==> src/rtl/lcm_pkg.sv <==
// Shared constants for the LCM refresh scheduler: FSM state encoding and the
// smallest refresh period the timer will honour.
package lcm_pkg;

  localparam int unsigned LCM_MIN_PERIOD = 2;

  typedef enum logic [1:0] {
    LCM_SCHED_IDLE = 2'd0,
    LCM_SCHED_WAIT = 2'd1,
    LCM_SCHED_SWAP = 2'd2,
    LCM_SCHED_BUSY = 2'd3
  } lcm_sched_state_e;

endpackage : lcm_pkg

==> src/rtl/lcm_period_timer.sv <==
// Free-running refresh-period counter with a clamped period and a one-cycle
// expire strobe; held at zero while run is low.
module lcm_period_timer
  import lcm_pkg::*;
#(
  parameter int unsigned WIDTH      = 32,
  parameter int unsigned MIN_PERIOD = LCM_MIN_PERIOD
) (
  input  logic             clk,
  input  logic             rst,
  input  logic             run,
  input  logic [WIDTH-1:0] period,
  output logic             expire
);

  localparam logic [WIDTH-1:0] MIN_P = WIDTH'(MIN_PERIOD);

  logic [WIDTH-1:0] count_q;
  logic [WIDTH-1:0] count_d;
  logic [WIDTH-1:0] eff_period;
  logic [WIDTH-1:0] last_count;

  assign eff_period = (period < MIN_P) ? MIN_P : period;
  assign last_count = eff_period - WIDTH'(1);

  // >= rather than == so a period shrunk below the current count still fires.
  assign expire = run && (count_q >= last_count);

  always_comb begin
    count_d = count_q;
    if (!run) begin
      count_d = '0;
    end else if (expire) begin
      count_d = '0;
    end else begin
      count_d = count_q + WIDTH'(1);
    end
  end

  always_ff @(posedge clk or posedge rst) begin
    if (rst) begin
      count_q <= '0;
    end else begin
      count_q <= count_d;
    end
  end

endmodule : lcm_period_timer

==> src/rtl/lcm_refresh_scheduler.sv <==
// Refresh sequencer for the double-buffered LCM frame RAM: bank swap, periodic
// request_update to the scan engine, frame counting and overrun reporting.
module lcm_refresh_scheduler
  import lcm_pkg::*;
#(
  parameter int unsigned C_S_AXI_DATA_WIDTH = 32,
  parameter int unsigned FRAME_COUNT_WIDTH  = 16,
  parameter int unsigned MIN_PERIOD         = LCM_MIN_PERIOD
) (
  input  logic                          clk,
  input  logic                          rst,
  input  logic                          cfg_enable,
  input  logic                          cfg_commit_only,
  input  logic [C_S_AXI_DATA_WIDTH-1:0] cfg_period,
  input  logic                          frame_commit,
  input  logic                          display_busy,
  input  logic                          overrun_clr,
  output logic                          request_update,
  output logic                          front_bank,
  output logic                          back_bank,
  output logic                          commit_pending,
  output logic [FRAME_COUNT_WIDTH-1:0]  frame_count,
  output logic                          overrun,
  output logic [1:0]                    sched_state
);

  // Handshake: request_update is a single-cycle start pulse, visible in the
  // first BUSY cycle; display_busy is ignored in that cycle and the frame ends
  // on the first later cycle in which display_busy is low.

  lcm_sched_state_e state_q, state_d;
  logic due_q, due_d;
  logic req_q, req_d;
  logic front_q, front_d;
  logic pend_q, pend_d;
  logic ovr_q, ovr_d;
  logic first_q, first_d;
  logic [FRAME_COUNT_WIDTH-1:0] fc_q, fc_d;

  logic run;
  logic expire;
  logic swap_ok;
  logic due_now;
  logic ovr_set;

  assign run = (state_q != LCM_SCHED_IDLE);

  lcm_period_timer #(
    .WIDTH      (C_S_AXI_DATA_WIDTH),
    .MIN_PERIOD (MIN_PERIOD)
  ) u_timer (
    .clk    (clk),
    .rst    (rst),
    .run    (run),
    .period (cfg_period),
    .expire (expire)
  );

  // In commit-only mode a due refresh is dropped unless a new frame is waiting.
  assign swap_ok = cfg_enable && !(cfg_commit_only && !pend_q);
  assign due_now = due_q || expire;
  assign ovr_set = expire && ((state_q == LCM_SCHED_SWAP) || (state_q == LCM_SCHED_BUSY));

  always_comb begin
    state_d = state_q;
    due_d   = due_q;
    req_d   = 1'b0;
    front_d = front_q;
    pend_d  = pend_q;
    fc_d    = fc_q;
    first_d = 1'b0;

    case (state_q)
      LCM_SCHED_IDLE: begin
        due_d = 1'b0;
        if (cfg_enable) begin
          state_d = LCM_SCHED_WAIT;
        end
      end

      LCM_SCHED_WAIT: begin
        if (!cfg_enable) begin
          state_d = LCM_SCHED_IDLE;
          due_d   = 1'b0;
        end else if (due_now) begin
          if (swap_ok) begin
            state_d = LCM_SCHED_SWAP;
            due_d   = 1'b1;
          end else begin
            due_d = 1'b0;
          end
        end
      end

      LCM_SCHED_SWAP: begin
        if (pend_q) begin
          front_d = ~front_q;
          pend_d  = 1'b0;
        end
        req_d   = 1'b1;
        due_d   = expire;
        first_d = 1'b1;
        state_d = LCM_SCHED_BUSY;
      end

      LCM_SCHED_BUSY: begin
        if (expire) begin
          due_d = 1'b1;
        end
        if (!first_q && !display_busy) begin
          fc_d = fc_q + FRAME_COUNT_WIDTH'(1);
          if (due_now && swap_ok) begin
            state_d = LCM_SCHED_SWAP;
          end else begin
            due_d   = 1'b0;
            state_d = cfg_enable ? LCM_SCHED_WAIT : LCM_SCHED_IDLE;
          end
        end
      end

      default: begin
        state_d = LCM_SCHED_IDLE;
        due_d   = 1'b0;
      end
    endcase

    // A commit landing on the swap cycle belongs to the next frame.
    if (frame_commit) begin
      pend_d = 1'b1;
    end
  end

  always_comb begin
    ovr_d = ovr_q;
    if (ovr_set) begin
      ovr_d = 1'b1;
    end else if (overrun_clr) begin
      ovr_d = 1'b0;
    end
  end

  always_ff @(posedge clk or posedge rst) begin
    if (rst) begin
      state_q <= LCM_SCHED_IDLE;
      due_q   <= 1'b0;
      req_q   <= 1'b0;
      front_q <= 1'b0;
      pend_q  <= 1'b0;
      ovr_q   <= 1'b0;
      first_q <= 1'b0;
      fc_q    <= '0;
    end else begin
      state_q <= state_d;
      due_q   <= due_d;
      req_q   <= req_d;
      front_q <= front_d;
      pend_q  <= pend_d;
      ovr_q   <= ovr_d;
      first_q <= first_d;
      fc_q    <= fc_d;
    end
  end

  assign request_update = req_q;
  assign front_bank     = front_q;
  assign back_bank      = ~front_q;
  assign commit_pending = pend_q;
  assign frame_count    = fc_q;
  assign overrun        = ovr_q;
  assign sched_state    = state_q;

endmodule : lcm_refresh_scheduler
==> config.mk <==
export PLATFORM = sky130hd
export DESIGN_NAME = lcm_refresh_scheduler
export DESIGN_NICKNAME = d
export VERILOG_FILES = /design/src/rtl/lcm_pkg.sv /design/src/rtl/lcm_period_timer.sv /design/src/rtl/lcm_refresh_scheduler.sv
export SDC_FILE = /design/constraint.sdc
export NUM_CORES = 1
export LEC_CHECK = 0
export ABC_AREA = 1
export CORE_ASPECT_RATIO = 0.75
export CORE_MARGIN = 2
export CORE_UTILIZATION = 35
export CTS_CLUSTER_DIAMETER = 50
export DETAILED_ROUTE_END_ITERATION = 16
export GPL_TIMING_DRIVEN = 0
export PLACE_DENSITY_LB_ADDON = 0.1
export SYNTH_ARGS = -nofsm -noshare
export SYNTH_HDL_FRONTEND = slang
export SYNTH_SLANG_ARGS = --single-unit
export TNS_END_PERCENT = 1
==> constraint.sdc <==
create_clock -name clk -period 5.65 [get_ports clk]
set_clock_uncertainty 0.1 [all_clocks]
set_input_delay 0.565 -clock clk [delete_from_list [all_inputs] [get_ports clk]]
set_output_delay 0.565 -clock clk [all_outputs]
set_load 0.005 [all_outputs]
==> results.yml, run 1 <==
synth:
  avgSynthCellArea_sq_um: 7.66
  synthesis.area_sq_um: 4260
  synth.net_count: 630
  async_reset_ff_share_pct: 100
  synth_mux_area_share_pct: 0.264
  synth_compound_area_share_pct: 4.11
  synth-simple-area-share_pct: 33.5
  synth_top_area_share_pct: 32.3
  yosys_register_bits: 55
  netlist_top_cells_area: "dfrtp_1 (32%), ha_1 (10%), nand2_1 (10%)"
  synth_most_common_cell: "nand2_1"
  synth-xor-area-share_pct: 14.2
  synthDistinctLibCells: 35
  synth-edff-count: 0
  netlist_instances: 556
  synth_top_family_by_area: "simple AND/OR/NAND/NOR gates"
  ys.flop_type: "dfrtp_1"
  yosys-top-cells-count: "nand2_1 (113), nor2_1 (101), inv_1 (57)"
  ys_seq_area_share_pct: 32.3
  ys_warn_count: 0
  synth_area_leader_cell: "dfrtp_1"
  synthAdderAreaFrac_pct: 10.3
clock_tree:
  cts_buffers: 5
  cts_sinks: 55
  clock_latency_ps: 290
  root_buffer: "clkbuf_16"
  path_clk_slew_ps: 70
  post_cts_resized: 0
  ctsLongestPathBuffers: 2
  cts_setup_buffers: 0
  cts_max_level: 2
  ctsHoldBuffers: 0
  tritoncts: "done"
critical_path:
  critPathRequiredTime_ps: 5760
  r2r_cells: 9
  rr_startpoint: "u_timer.count_q[19]$_DFF_PP0_"
  cp-start-kind: "primary input"
  worst_path_most_repeated_cell: "nor2_1"
  critPathCaptureType: "flip-flop"
  cpPeakStageDelay_ps: 460
  critPathMaxFanout: 10
  rrSetupSlack_ps: 3190
  crit_type: "in -> reg"
  worst_path_max_delay_cell: "clkdlybuf4s50_1"
  crit_buf_inv: 4
  cp-startpoint: "cfg_period[15]"
  timing.rr.end: "u_timer.count_q[13]$_DFF_PP0_"
  arrival_ps: 5310
  path_delay_family: "simple AND/OR/NAND/NOR gates"
global_routing:
  grt_pass1_wl_um: 16600
  grt_max_degree: 40
  gr-total-overflow: 0
  antenna_found_initial: 0
  grt_pass1_vias: 3446
  grt_util_all_layers_pct: 15.6
sta:
  worstMarginPinSlew_ps: 690
  final_hold_viol_count: 0
  setup_viol: 0
  min_period_ps: 5210
  setup_ws_ps: 444
  timing.final.crit_share_pct: 92.1
  finalMaxSlewViolations: 0
  rsz0062_at_grt: "false"
  relSlewSlack_pct: 53.6
  fmax_mhz: 192
detailed_routing:
  firstDrtPassIters: 4
  wl_per_cell_um: 12.5
  wl_um: 9860
  dr.first_iter.drc_count: 147
  via_per_inst: 4.65
  via_count: 3658
  antenna_left: 0
  drc: 0
placement:
  hpwlAfterDp_um: 8100
  io_buffers: 61
  gp_congestion: 0.788
  place_area_sq_um: 5090
  pre_cts_ws_ps: -31.8
job:
  max-cap-violations: 0
final_layout:
  fillCellCount: 1206
  postLayoutCellArea_sq_um: 5240
  layout.nets: 699
  num_antenna_cells: 0
  area_growth_pct: 23.0
  drive_gt1_share_pct: 7.53
floorplan:
  dieHeight_um: 99.5
  start_util_pct: 36.3
  die_area_sq_um: 13100
  core_region_area_sq_um: 11700
  rows: 34
  fp.dieW_um: 131
  ios: 62
hold_path:
  min_from: "frame_count[14]$_DFFE_PP0P_"
  min_path_type: "reg -> reg"
  min_to: "frame_count[14]$_DFFE_PP0P_"
  hold_depth: 1
status:
  outcome: "finished clean"
pwr:
  p_leak_nw: 2.37
  irDropWorstVdd_v: 0.000129
  power.density_nw_per_um2: 205
cells by family (layout without fill, tap and decap cells):
group           Yosys count  count (layout)
compound gates           30              30
buf+inv                  61             129
flops                    55              55
fa+ha+maj                35              35
xor+xnor                 69              69
simple gates            305             305
mux                       1               1
stage by stage:
step / cells / total power (W) / utilization [%] / TNS, ps / hold WS [ps]
finish: 786 / 0.00108 / 44.6 / 0 / 398
global route: 786 / 0.00116 / 44.6 / 0 / 421
CTS: 786 / 0.00109 / 44.5 / 0 / 400
detailed placement: 780 / 0.000791 / 43.4 / -212 / 386
global placement: 779 / 0.000780 / 43.2 / -247 / 386
floorplan: 556 / 0.000645 / - / 0 / 372
state kept, by name (all words and copies together), names as in the netlist:
signal and cells:
due_q 1, sched_state 2, u_timer.count_q 32, overrun 1
frame_count 16, commit_pending 1, first_q 1, front_bank 1
worst max-delay path by stage:
stage                                          to  slack, ps  cells past startpoint
finish              u_timer.count_q[13]$_DFF_PP0_        440                     26
global route        u_timer.count_q[13]$_DFF_PP0_         30                     26
CTS                  u_timer.count_q[8]$_DFF_PP0_        270                     24
detailed placement   u_timer.count_q[6]$_DFF_PP0_        -30                     24
global placement     u_timer.count_q[6]$_DFF_PP0_        -30                     24
floorplan           u_timer.count_q[19]$_DFF_PP0_       1740                     26
power by group:
part / total (W) / switching, W / internal [W]
clock network: 0.000292 / 0.000132 / 0.000160
logic: 0.000319 / 0.000178 / 0.000141
registers: 0.000465 / 0.0000365 / 0.000428
final cells by class:
class	instances	area, sq um	share of cell area (%)
clock buffers	6	129	2.46
inverters	58	218	4.16
multi-input cells	440	2670	50.9
repair buffers	62	631	12.0
flip-flops and latches	55	1380	26.3
well taps	162	203	3.87
plain buffers	3	15.0	0.287
placed cells by master (no fill, tap or decap), types with 4 or more instances in the layout:
| cell type | n |
|---|---|
| nor3_1 | 13 |
| nand3_1 | 23 |
| xnor2_1 | 27 |
| dfrtp_1 | 55 |
| nor2_4 | 5 |
| a21oi_1 | 16 |
| xor2_1 | 42 |
| inv_1 | 56 |
| clkbuf_16 | 5 |
| nor4_1 | 5 |
| nor3_2 | 6 |
| nand2_1 | 113 |
| clkdlybuf4s50_1 | 61 |
| nor2_1 | 101 |
| nand3_2 | 4 |
| nor2_2 | 10 |
| ha_1 | 35 |
| nand4_1 | 9 |
layer usage:
metal	vias up	GRT usage (%)	share of wire (%)
met2	59	24.7	44
met4	0	2.26	0.56
met1	1662	22.8	52
met5	-	0	0
met3	9	3.01	4.1
li1	1928	-	-
(Power assumes the default switching activity.)
==> run 2, diff against run 1 <==
--- a/config.mk
+++ b/config.mk
@@ -7,9 +7,8 @@
 export LEC_CHECK = 0
 export ABC_AREA = 1
 export CORE_ASPECT_RATIO = 0.75
-export CORE_MARGIN = 2
 export CORE_UTILIZATION = 35
-export CTS_CLUSTER_DIAMETER = 50
+export CTS_BUF_LIST = sky130_fd_sc_hd__clkbuf_8
 export DETAILED_ROUTE_END_ITERATION = 16
 export GPL_TIMING_DRIVEN = 0
 export PLACE_DENSITY_LB_ADDON = 0.1
==> run 2 against run 1 <==
Effect of this change:
- non-clock buffer count unchanged
- register-to-register slack got worse by 110 ps
- combinational power decreased by 1%
- sequential share of layout area increased by 0.22 points
- die area decreased by 3.5%
- sequential power about the same
- hold slack got worse by 0.91 ps
- final area decreased by 0.84%
- critical endpoint is now u_timer.count_q[17]$_DFF_PP0_
==> results.yml, run 2 (same netlist as run 1, synthesis figures left out) <==
clock_tree:
  cts_buffers: 5
  path_clk_slew_ps: 100
  tritoncts: "done"
  cts_sinks: 55
  cts_max_level: 2
  cts_setup_buffers: 0
  root_buffer: "clkbuf_8"
  ctsLongestPathBuffers: 2
  clock_latency_ps: 310
floorplan:
  die_area_sq_um: 12600
  fp.dieW_um: 129
  ios: 62
  rows: 34
  start_util_pct: 36.3
  dieHeight_um: 97.5
  core_region_area_sq_um: 11700
job:
  max-cap-violations: 0
placement:
  place_area_sq_um: 5100
  place_inst: 780
  gp_congestion: 0.817
  pre_cts_ws_ps: -74.4
  io_buffers: 61
  hpwlAfterDp_um: 7960
critical_path:
  arrival_ps: 5400
  critPathCaptureType: "flip-flop"
  critPathRequiredTime_ps: 5730
  worst_path_max_delay_cell: "clkdlybuf4s50_1"
  rr_startpoint: "u_timer.count_q[29]$_DFF_PP0_"
  critPathMaxFanout: 10
  crit_type: "in -> reg"
  cpPeakStageDelay_ps: 470
  worst_path_most_repeated_cell: "nor2_1"
  crit_buf_inv: 3
  path_delay_family: "simple AND/OR/NAND/NOR gates"
  cp-start-kind: "primary input"
  rrSetupSlack_ps: 3080
  timing.rr.end: "u_timer.count_q[17]$_DFF_PP0_"
  r2r_cells: 9
global_routing:
  grt_util_all_layers_pct: 16.2
  grt_pass1_wl_um: 16300
  gr-total-overflow: 0
  grt_max_degree: 35
  antenna_found_initial: 0
  grt_pass1_vias: 3401
final_layout:
  layout.nets: 699
  final_core_util_pct: 44.2
  most-common-layout-cells: "nand2_1 (113), nor2_1 (101), clkdlybuf4s50_1 (61)"
  postLayoutCellArea_sq_um: 5190
  num_antenna_cells: 0
  finalNonFillerCells: 788
  layout_commonest_cell: "nand2_1"
  regMostFlops: "u_timer.count_q"
  area_growth_pct: 21.9
  drive_gt1_share_pct: 7.51
  largest_reg_flops: 32
detailed_routing:
  dr.first_iter.drc_count: 140
  firstDrtPassIters: 4
  antenna_left: 0
  wl_per_cell_um: 12.2
  via_count: 3627
  via_per_inst: 4.60
  drc: 0
  wl_um: 9620
pwr:
  irDropWorstVdd_v: 0.0000985
  p_int_w: 0.000654
  switching_share_pct: 34.5
  seq_power_share_pct: 46.6
  p_sw_w: 0.000345
  power.total_w: 0.000999
  p_leak_nw: 2.35
  power_frac_comb_pct: 31.5
  power.density_nw_per_um2: 192
  clkPwrFrac_pct: 21.9
sta:
  finalMaxSlewViolations: 0
  rsz0062_at_grt: "true"
  timing.final.crit_share_pct: 94.2
  setup_ws_ps: 328
  relSlewSlack_pct: 48.4
  setup_viol: 0
  min_period_ps: 5320
  fmax_mhz: 188
  worstMarginPinSlew_ps: 773
  final_hold_viol_count: 0
hold_path:
  hold_depth: 1
  min_from: "frame_count[7]$_DFFE_PP0P_"
  min_to: "frame_count[7]$_DFFE_PP0P_"
  min_path_type: "reg -> reg"
status:
  outcome: "finished clean"
[run 2: changes by cell type in the layout (fill, tap and decap cells not counted), sizes merged]
cell,delta
clkbuf,-1
clkinvlp,+1
inv,+1
clkinv,+1
[run 2: through the flow]
step	hold WS, ps	setup TNS, ps
CTS	401	0
floorplan	372	0
finish	397	0
global route	426	-1130
detailed placement	385	-757
global placement	387	-174
[run 2: layer usage]
| layer | vias to the layer above | share of wire, % | global-route usage (%) |
|---|---|---|---|
| met2 | 42 | 42 | 23.9 |
| met1 | 1658 | 55 | 24.6 |
| met3 | 5 | 2.6 | 2.86 |
| li1 | 1922 | - | - |
| met4 | 0 | 0.46 | 2.81 |
| met5 | - | 0 | 0 |
[run 2: final cells by class]
type                    instances  area, sq um
clock inverters                 3         16.3
plain buffers                   3         13.8
fillers                      1258         6550
repair buffers                 62          638
flip-flops and latches         55         1380
inverters                      58          218
clock buffers                   5         68.8
multi-input cells             440         2660
well taps                     162          203
[run 2: repair_timing]
| action | 4_1_cts | 5_1_grt |
|---|---|---|
| endpoints found under the hold margin | 0 | 0 |
| resized for setup | 0 | 3 |
| hold buffers | 0 | 0 |
| setup endpoints to repair | 0 | 30 |
[run 2: worst max-delay path by stage]
stage                    from                            end  slack (ps)  cells after the start
4_1_cts        cfg_period[15]   u_timer.count_q[3]$_DFF_PP0_         260                     24
6_report       cfg_period[15]  u_timer.count_q[17]$_DFF_PP0_         330                     26
3_3_place_gp    cfg_period[8]   u_timer.count_q[0]$_DFF_PP0_         -20                     24
2_1_floorplan  cfg_period[13]  u_timer.count_q[19]$_DFF_PP0_        1740                     26
3_5_place_dp   cfg_period[15]   u_timer.count_q[6]$_DFF_PP0_         -70                     24
5_1_grt        cfg_period[14]   u_timer.count_q[9]$_DFF_PP0_        -140                     26
[run 2: power by group through the flow]
stage	registers [W]	logic [W]	clock network [W]
floorplan	0.000468	0.000178	0
global placement	0.000473	0.000306	0
detailed placement	0.000475	0.000317	0
CTS	0.000468	0.000318	0.000232
global route	0.000474	0.000361	0.000246
finish	0.000466	0.000315	0.000218
